===== src/rtl/mem_port_arbiter_pkg.sv =====
// Shared types and defaults for the fetch/data memory port arbiter.
package mem_port_arbiter_pkg;

  localparam int DATA_W_DEF = 32;

  typedef enum logic [1:0] {
    IDLE  = 2'd0,
    FETCH = 2'd1,
    DATA  = 2'd2,
    RESP  = 2'd3
  } arbState_e;

  // Counter width able to hold 0..maxVal, never narrower than one bit.
  function automatic int cntWidth(input int maxVal);
    return (maxVal < 1) ? 1 : $clog2(maxVal + 1);
  endfunction

endpackage


===== src/rtl/mem_port_arbiter_starve_cnt.sv =====
// Saturating count of data grants taken while a fetch was waiting.
module arb_starve_cnt
  import mem_port_arbiter_pkg::*;
#(
  parameter int STARVE_MAX = 2,
  parameter int CNT_W      = cntWidth(STARVE_MAX)
) (
  input  logic clk,
  input  logic rst,
  input  logic incr,
  input  logic clr,
  output logic sat
);

  localparam logic [CNT_W-1:0] MAX_CNT = CNT_W'(STARVE_MAX);

  logic [CNT_W-1:0] cnt;

  // Clear wins over increment; the two never coincide from the arbiter anyway.
  always_ff @(posedge clk) begin
    if (rst)                         cnt <= '0;
    else if (clr)                    cnt <= '0;
    else if (incr && cnt != MAX_CNT) cnt <= cnt + 1'b1;
  end

  assign sat = (cnt == MAX_CNT);

endmodule


===== src/rtl/mem_port_arbiter.sv =====
// Shares one memory port between instruction fetch and data access, with
// data priority bounded by a starvation limit on the fetch side.
module mem_port_arbiter
  import mem_port_arbiter_pkg::*;
#(
  parameter int DATA_W     = DATA_W_DEF,
  parameter int STARVE_MAX = 2
) (
  input  logic              clk,
  input  logic              rst,
  input  logic              if_req,
  input  logic [DATA_W-1:0] if_addr,
  output logic              if_done,
  output logic [DATA_W-1:0] if_rdata,
  output logic              if_stall,
  input  logic              dm_req,
  input  logic              dm_we,
  input  logic [DATA_W-1:0] dm_addr,
  input  logic [DATA_W-1:0] dm_wdata,
  output logic              dm_done,
  output logic [DATA_W-1:0] dm_rdata,
  output logic              dm_stall,
  output logic              mem_req,
  output logic              mem_we,
  output logic [DATA_W-1:0] mem_addr,
  output logic [DATA_W-1:0] mem_wdata,
  input  logic [DATA_W-1:0] mem_rdata,
  input  logic              mem_ack
);

  arbState_e state;
  logic      ownerData;
  logic      starveSat;
  logic      grantData;
  logic      grantFetch;

  // Data wins unless the fetch side has already been passed over STARVE_MAX times.
  always_comb begin
    grantData  = 1'b0;
    grantFetch = 1'b0;
    if (state == IDLE) begin
      grantData  = dm_req && !(if_req && starveSat);
      grantFetch = !grantData && if_req;
    end
  end

  arb_starve_cnt #(
    .STARVE_MAX (STARVE_MAX)
  ) uStarve (
    .clk  (clk),
    .rst  (rst),
    .incr (grantData && if_req),
    .clr  (grantFetch),
    .sat  (starveSat)
  );

  always_ff @(posedge clk) begin
    if (rst) begin
      state     <= IDLE;
      ownerData <= 1'b0;
      mem_req   <= 1'b0;
      mem_we    <= 1'b0;
      mem_addr  <= '0;
      mem_wdata <= '0;
      if_done   <= 1'b0;
      dm_done   <= 1'b0;
      if_rdata  <= '0;
      dm_rdata  <= '0;
    end else begin
      case (state)
        IDLE: begin
          // Request fields are captured here; the requester may change them afterwards.
          if (grantData) begin
            state     <= DATA;
            ownerData <= 1'b1;
            mem_req   <= 1'b1;
            mem_we    <= dm_we;
            mem_addr  <= dm_addr;
            mem_wdata <= dm_wdata;
          end else if (grantFetch) begin
            state     <= FETCH;
            ownerData <= 1'b0;
            mem_req   <= 1'b1;
            mem_we    <= 1'b0;
            mem_addr  <= if_addr;
            mem_wdata <= '0;
          end
        end
        FETCH, DATA: begin
          if (mem_ack) begin
            state   <= RESP;
            mem_req <= 1'b0;
            mem_we  <= 1'b0;
            if_done <= !ownerData;
            dm_done <= ownerData;
            if (!ownerData)  if_rdata <= mem_rdata;
            else if (!mem_we) dm_rdata <= mem_rdata;
          end
        end
        RESP: begin
          state   <= IDLE;
          if_done <= 1'b0;
          dm_done <= 1'b0;
        end
        default: state <= IDLE;
      endcase
    end
  end

  assign if_stall = if_req & ~if_done;
  assign dm_stall = dm_req & ~dm_done;

endmodule


===== config.mk =====
export PLATFORM = sky130hd
export DESIGN_NAME = mem_port_arbiter
export DESIGN_NICKNAME = d
export VERILOG_FILES = /design/src/rtl/mem_port_arbiter_pkg.sv /design/src/rtl/mem_port_arbiter_starve_cnt.sv /design/src/rtl/mem_port_arbiter.sv
export SDC_FILE = /design/constraint.sdc
export NUM_CORES = 1
export LEC_CHECK = 0
export CAP_MARGIN = 0
export CORE_AREA = 2 2 124 126
export CTS_BUF_LIST = sky130_fd_sc_hd__clkbuf_4
export CTS_CLUSTER_SIZE = 20
export DETAILED_ROUTE_END_ITERATION = 8
export DIE_AREA = 0 0 126 128
export PLACE_DENSITY = 0.83
export SYNTH_ARGS = -nofsm -noshare
export SYNTH_HDL_FRONTEND = slang
export SYNTH_HIERARCHICAL = 1
export SYNTH_SLANG_ARGS = --single-unit

===== constraint.sdc =====
create_clock -name clk -period 1.68 [get_ports clk]
set_input_delay 0.42 -clock clk [delete_from_list [all_inputs] [get_ports clk]]
set_output_delay 0.42 -clock clk [all_outputs]
set_load 0.005 [all_outputs]

==> results of run 1 <==
## path summary, 6_finish.rpt
check / endpoint / slack [ps] / depth (start not counted)
min: state[1]$_SDFFE_PP0P_ / 330 / 3
max reg2reg: mem_we$_SDFFE_PP0P_ / 70 / 5
min reg2reg: dm_rdata[16]$_SDFFE_PP0P_ / 460 / 2
max: if_stall / 40 / 3
## power groups by stage
stage                     Combinational (uW)  Sequential [uW]  Clock, uW
after floorplan                         2220             4360          0
after global routing                    4820             4390       2310
after global placement                  4700             4290          0
final                                   4440             4300       2080
after CTS                               4460             4310       2150
after detailed placement                4780             4320          0
## repair_timing
| item | in CTS | in global routing |
|---|---|---|
| resized for setup | 230 | 7 |
| pin swaps | 0 | 0 |
| setup endpoints to repair | 134 | 5 |
| buffers inserted | 8 | 2 |
## synthesized netlist by cell type, types with 2 or more instances
library cell / number / share of area
dfxtp_1: 137 / 0.50
nand2_1: 136 / 0.093
a21oi_1: 133 / 0.12
mux2i_1: 33 / 0.060
nand3_1: 32 / 0.029
o211ai_1: 32 / 0.044
o31ai_1: 32 / 0.044
buf_2: 30 / 0.027
clkbuf_1: 26 / 0.018
inv_1: 5 / 0.0034
buf_4: 4 / 0.0055
nor2_1: 4 / 0.0027
ha_1: 3 / 0.0069
nor2b_1: 3 / 0.0034
and2_1: 2 / 0.0023
nand4b_1: 2 / 0.0032
nor3b_1: 2 / 0.0027
o21ai_0: 2 / 0.0018
## cell families after synthesis
kind of cell	count (synthesis)	synth area share
AO/OA/AOI/OAI	206	0.223
AND/OR/NAND/NOR	190	0.150
flip-flops	137	0.501
buffers and inverters	68	0.0578
multiplexers	33	0.0603
adder cells (fa/ha/maj)	3	0.00685
XOR/XNOR	1	0.00160
## layer usage
layer  share of wire  vias to the layer above  routed length [um]
met3           0.058                       26                1020
met2            0.50                      187                8950
met1            0.42                     2618                7380
met4           0.021                        0                 373
met5               0                        -                   0
li1                -                     2793                   -
## cell type report
type,instances,share of cell area
Antenna cell,1,0.000283
Clock buffer,17,0.0144
Clock inverter,15,0.0155
Inverter,6,0.00254
Multi-Input combinational cell,433,0.276
Sequential cell,137,0.322
Tap cell,188,0.0266
Timing Repair Buffer,320,0.343
## worst register-to-register path, delay by kind of cell (launching register included)
family,cells,cell delay (ps)
AND/OR/NAND/NOR,2,550
flip-flops,1,360
adder cells (fa/ha/maj),1,280
AO/OA/AOI/OAI,1,270
buffers and inverters,1,60
## registers in the layout, summed over array words and instances (netlist names)
signal,cells
dm_rdata,32
if_rdata,32
mem_addr,32
mem_wdata,32
state,2
uStarve/cnt,2
dm_done,1
if_done,1
mem_req,1
mem_we,1
ownerData,1
## layout by cell type (no fill, tap or decap), drive strengths merged, types with 2 or more instances in the layout
master         instances
ha                     3
dfxtp                137
and2                   2
nand4b                 2
nor2                   5
clkdlybuf4s50        132
dlygate4sd2          128
nor3b                  2
clkinvlp               2
buf                   58
o21ai                  3
nor2b                  4
clkinv                 6
nand2                136
o211ai                32
nand3                 32
clkbuf                18
inv                   12
a21oi                133
mux2i                 33
o31ai                 32
## through the flow
stage / hold slack [ps] / cell area (um^2)
6_report: 328 / 8850
2_1_floorplan: 453 / 5510
4_1_cts: 282 / 8860
5_1_grt: 293 / 8850
3_3_place_gp: 441 / 8590
3_5_place_dp: 446 / 8590
==> impl_metrics.json, run 1 <==
{
  "unrepaired_setup_endpoints_after_global_routing": "true",
  "setup_violations": 0,
  "fp.coreArea_um2": 14900,
  "final_min_period_over_clock_period": 0.976,
  "postRouteWirelength_um": 17700,
  "p_leak_uw": 0.00389,
  "maximum_number_of_pins_on_one_net_before_global_route_repair": 65,
  "drt_first_iter_violations": 276,
  "die_w_um": 126,
  "post_cts_hold_buffer_count": 0,
  "hold_violations": 0,
  "hold_path.class": "input pin to flop",
  "globalplace.congestion": 0.796,
  "crit_path_end_kind": "primary output",
  "globalRoute.totalOverflow": 0,
  "timing.final.ws_setup_ps": 40.5,
  "critPathRequiredTime_ps": 1260,
  "synth.cell_area_um2": 5480,
  "initial_utilization": 0.369,
  "global_route.peak_usage_layer": "met2",
  "critical_path.cell_chain": "buf_6 > nor2b_1 > buf_2",
  "h-tree-depth": 4,
  "met3_usage_in_global_routing": 0.0555,
  "start_kind": "flop",
  "post-route-drc-count": 0,
  "run_status": "complete, no violations",
  "global_route.usage.total": 0.213,
  "tritoncts": "built",
  "final-max-slew-violation-count": 0,
  "grt_first_pass_wirelength_um": 27600,
  "totalNegativeSetupSlack_ps": 0,
  "fin_skew_ps": 20.4,
  "tritoncts.num_buffers": 17,
  "initial_antenna_violation_count": 1,
  "cp_top_family": "flip-flops",
  "routed_len_inst_um": 15.9,
  "layout_utilization": 0.596,
  "final-seq-area_um2": 2850,
  "place.detailed.hpwl_um": 12600,
  "pre_cts_ws_ps": -296,
  "ys_ff_latch": 137,
  "post-place-cells": 1076,
  "clock_tree.buffer_depth": 2,
  "multi_input_area_um2": 2440,
  "ant_nets": 0,
  "postSynthCellCount": 638,
  "clock_insertion_delay_worst_skew_ps": 540,
  "io_buffer_count": 267,
  "via_count": 5624,
  "switching_power_of_the_nets_uw": 3820,
  "number_of_global_route_vias_before_repair": 5322,
  "vdd_ir_drop_max_mv": 0.678,
  "critical_path.startpoint": "if_done$_SDFFE_PP0P_",
  "die_height_um": 128,
  "areaGrowthSynthToFinish_pct": 61.6,
  "hold_path_startpoint": "rst",
  "power.share.combinational": 0.410,
  "ys_types": 38,
  "sw_ratio": 0.353,
  "critical-path-max-stage-delay_ps": 350,
  "top_level_ports": 268,
  "worst_slew_pin_slew_ps": 390,
  "final_nets": 1052,
  "internal-power_uw": 7000,
  "drv_cap": 0,
  "routed_via_density": 5.03,
  "postSynthAreaPerCell_um2": 8.59,
  "cpMaxStageDelayCell": "dfxtp_2",
  "power.share.clock": 0.192,
  "drt_pass1_iterations": 5,
  "worstSetupPathType": "flop to primary output",
  "slew-limit-headroom": 0.737,
  "timing.critical_path.arrival_ps": 1220,
  "clock_sink_count": 137,
  "cts.clk_slew.worst_paths_ps": 130,
  "synth-edff-count": 0,
  "power.density_cell_area_nw_per_um2": 1220,
  "synth_seq_area_share": 0.501,
  "synthesis.nets": 775,
  "synth_top_flop_cell": "dfxtp_1",
  "grt.met2_usage": 0.372,
  "reg2reg_from": "state[1]$_SDFFE_PP0P_",
  "cts.root.buffer_cell": "clkbuf_4",
  "die_outline_area_um2": 16100,
  "worstPathMaxFanout": 2,
  "fillCellCount": 1370,
  "design_power_total_uw": 10800,
  "synth-async-reset-ratio": 0,
  "period_needed_ps": 1640,
  "final_layout_size_suffix_gt1_frac": 0.202,
  "max_freq_ghz": 0.610,
  "yosys_warnings": 6,
  "fin_cells": 1117,
  "fp-row-count": 45,
  "power.sequential.fraction": 0.398,
  "critical_path_buf_inv_count": 2,
  "use_met1": 0.255
}
Note: power is estimated with default switching activity, not from simulation.
==> run 2: changes to the inputs <==
--- a/config.mk
+++ b/config.mk
@@ -11,7 +11,7 @@
 export CTS_CLUSTER_SIZE = 20
 export DETAILED_ROUTE_END_ITERATION = 8
 export DIE_AREA = 0 0 126 128
-export PLACE_DENSITY = 0.83
+export PLACE_DENSITY_LB_ADDON = 0.25
 export SYNTH_ARGS = -nofsm -noshare
 export SYNTH_HDL_FRONTEND = slang
 export SYNTH_HIERARCHICAL = 1
==> impl_metrics.json, run 2 (synthesis results as in run 1) <==
{
  "multi_input_area_um2": 2440,
  "cts.clk_slew.worst_paths_ps": 120,
  "pre_cts_ws_ps": -288,
  "post-route-drc-count": 0,
  "maximum_number_of_pins_on_one_net_before_global_route_repair": 68,
  "fp-row-count": 45,
  "p_leak_uw": 0.00383,
  "io_buffer_count": 267,
  "hold_slack_ps": 108,
  "routed_len_inst_um": 15.9,
  "die_height_um": 128,
  "globalRoute.totalOverflow": 0,
  "ant_nets": 0,
  "final_min_period_over_clock_period": 0.972,
  "vdd_ir_drop_max_mv": 0.559,
  "global_route.usage.total": 0.216,
  "die_outline_area_um2": 16100,
  "number_of_global_route_vias_before_repair": 5293,
  "period_needed_ps": 1630,
  "design_power_total_uw": 11100,
  "use_met1": 0.269,
  "cpMaxStageDelayCell": "dfxtp_2",
  "hold_path.class": "input pin to flop",
  "areaGrowthSynthToFinish_pct": 62.0,
  "met3_usage_in_global_routing": 0.0659,
  "holdPathEnd": "mem_wdata[30]$_SDFFE_PP0P_",
  "hold_violations": 0,
  "postRouteWirelength_um": 17600,
  "worst_slew_pin_slew_ps": 297,
  "top_level_ports": 268,
  "fillCellCount": 1382,
  "place.detailed.hpwl_um": 12100,
  "tritoncts": "built",
  "grt_first_pass_wirelength_um": 27700,
  "clock_tree.buffer_depth": 2,
  "final_nets": 1044,
  "final_layout_size_suffix_gt1_frac": 0.188,
  "routed_via_density": 5.06,
  "clock_sink_count": 137,
  "ff2ff_setup_slack_ps": 90,
  "drv_cap": 0,
  "max_freq_ghz": 0.613,
  "reg2reg_from": "state[0]$_SDFFE_PP0P_",
  "internal-power_uw": 7370,
  "initial_utilization": 0.369,
  "worstPathMaxFanout": 2,
  "post-place-cells": 1069,
  "drt_pass1_iterations": 6,
  "worstSetupPathType": "flop to primary output",
  "global_route.peak_usage_layer": "met2",
  "hold_path_depth": 2,
  "crit_path_end_kind": "primary output",
  "most-common-layout-cells": "nand2_1, a21oi_1, clkdlybuf4s50_1, dlygate4sd2_1, dfxtp_2",
  "initial_antenna_violation_count": 1,
  "grt.met2_usage": 0.347,
  "worst-r2r-cell-count": 5,
  "fp.coreArea_um2": 14900,
  "power.share.clock": 0.217,
  "final-max-slew-violation-count": 0,
  "timing.final.ws_setup_ps": 47.6,
  "unrepaired_setup_endpoints_after_global_routing": "true",
  "tritoncts.num_buffers": 17,
  "fin_skew_ps": 10.6,
  "run_status": "complete, no violations",
  "start_kind": "flop",
  "timing.critical_path.arrival_ps": 1210,
  "sw_ratio": 0.334,
  "layout_commonest_cell": "nand2_1",
  "via_count": 5616,
  "globalplace.congestion": 0.785,
  "fin_cells": 1109,
  "power.share.combinational": 0.395,
  "cts.root.buffer_cell": "clkbuf_4",
  "power.sequential.fraction": 0.388,
  "post_cts_hold_buffer_count": 0,
  "slew-limit-headroom": 0.799,
  "critPathRequiredTime_ps": 1260,
  "h-tree-depth": 4,
  "drt_first_iter_violations": 304,
  "die_w_um": 126,
  "power.density_cell_area_nw_per_um2": 1250,
  "final-seq-area_um2": 2850,
  "hold_path_startpoint": "rst",
  "critical-path-max-stage-delay_ps": 350,
  "switching_power_of_the_nets_uw": 3700,
  "clock_insertion_delay_worst_skew_ps": 560,
  "critical_path.cell_chain": "buf_6 > nor2b_1 > buf_2",
  "setup_violations": 0,
  "timing.rr.end": "mem_we$_SDFFE_PP0P_"
}
## run 2: changes by cell type in the layout (fill, tap and decap cells not counted), sizes merged, moves of 3 or more
cell,previous run,this run
clkinv,6,9
dlygate4sd2,128,116
inv,12,5
buf,58,48
clkdlybuf4s15,1,14
bufinv,1,4
## run 2: layer usage
layer / vias up / part of all wire
li1: 2784 / -
met4: 0 / 0.029
met2: 214 / 0.48
met3: 36 / 0.069
met5: - / 0
met1: 2582 / 0.42
## run 2: critical path: cells and delay by family (launching register included)
family | cells | cell delay (ps)
flops | 1 | 350
simple gates | 1 | 90
buf+inv | 2 | 220
## run 2: how the worst max path moves through the flow
stage,start,end,depth (start not counted)
floorplan,state[1]$_SDFFE_PP0P_,uStarve/cnt[1]$_SDFFE_PP0P_,9
global placement,if_req,if_stall,3
detailed placement,dm_req,dm_stall,3
CTS,if_done$_SDFFE_PP0P_,if_stall,3
global route,if_done$_SDFFE_PP0P_,if_stall,3
finish,dm_done$_SDFFE_PP0P_,dm_stall,3
## run 2: through the flow
| stage | TNS (ps) | utilization | cell area, um^2 |
|---|---|---|---|
| floorplan | 0 | - | 5510 |
| global placement | -10890 | 0.576 | 8560 |
| detailed placement | -13260 | 0.576 | 8560 |
| CTS | -3.76 | 0.594 | 8830 |
| global route | -187 | 0.597 | 8880 |
| finish | 0 | 0.597 | 8880 |
## run 2: final cells by class
cell class                      count  area share
Tap cell                          188      0.0265
Clock inverter                     14      0.0203
Clock buffer                       18      0.0152
Sequential cell                   137       0.321
Multi-Input combinational cell    433       0.275
Inverter                            6     0.00254
Antenna cell                        1    0.000282
Timing Repair Buffer              312       0.339
## run 2: power by group through the flow
stage	logic (uW)	registers, uW	clock network [uW]
after floorplan	2220	4360	0
after global placement	4700	4290	0
after detailed placement	4730	4320	0
after CTS	4370	4290	2470
after global routing	4800	4390	2630
final	4370	4300	2400
## run 2: repair_timing
action	4_1_cts	5_1_grt
gates resized for setup	213	30
hold endpoints to repair	0	0
endpoints found under the setup margin	134	26
pin swaps	0	0
setup buffers	5	2
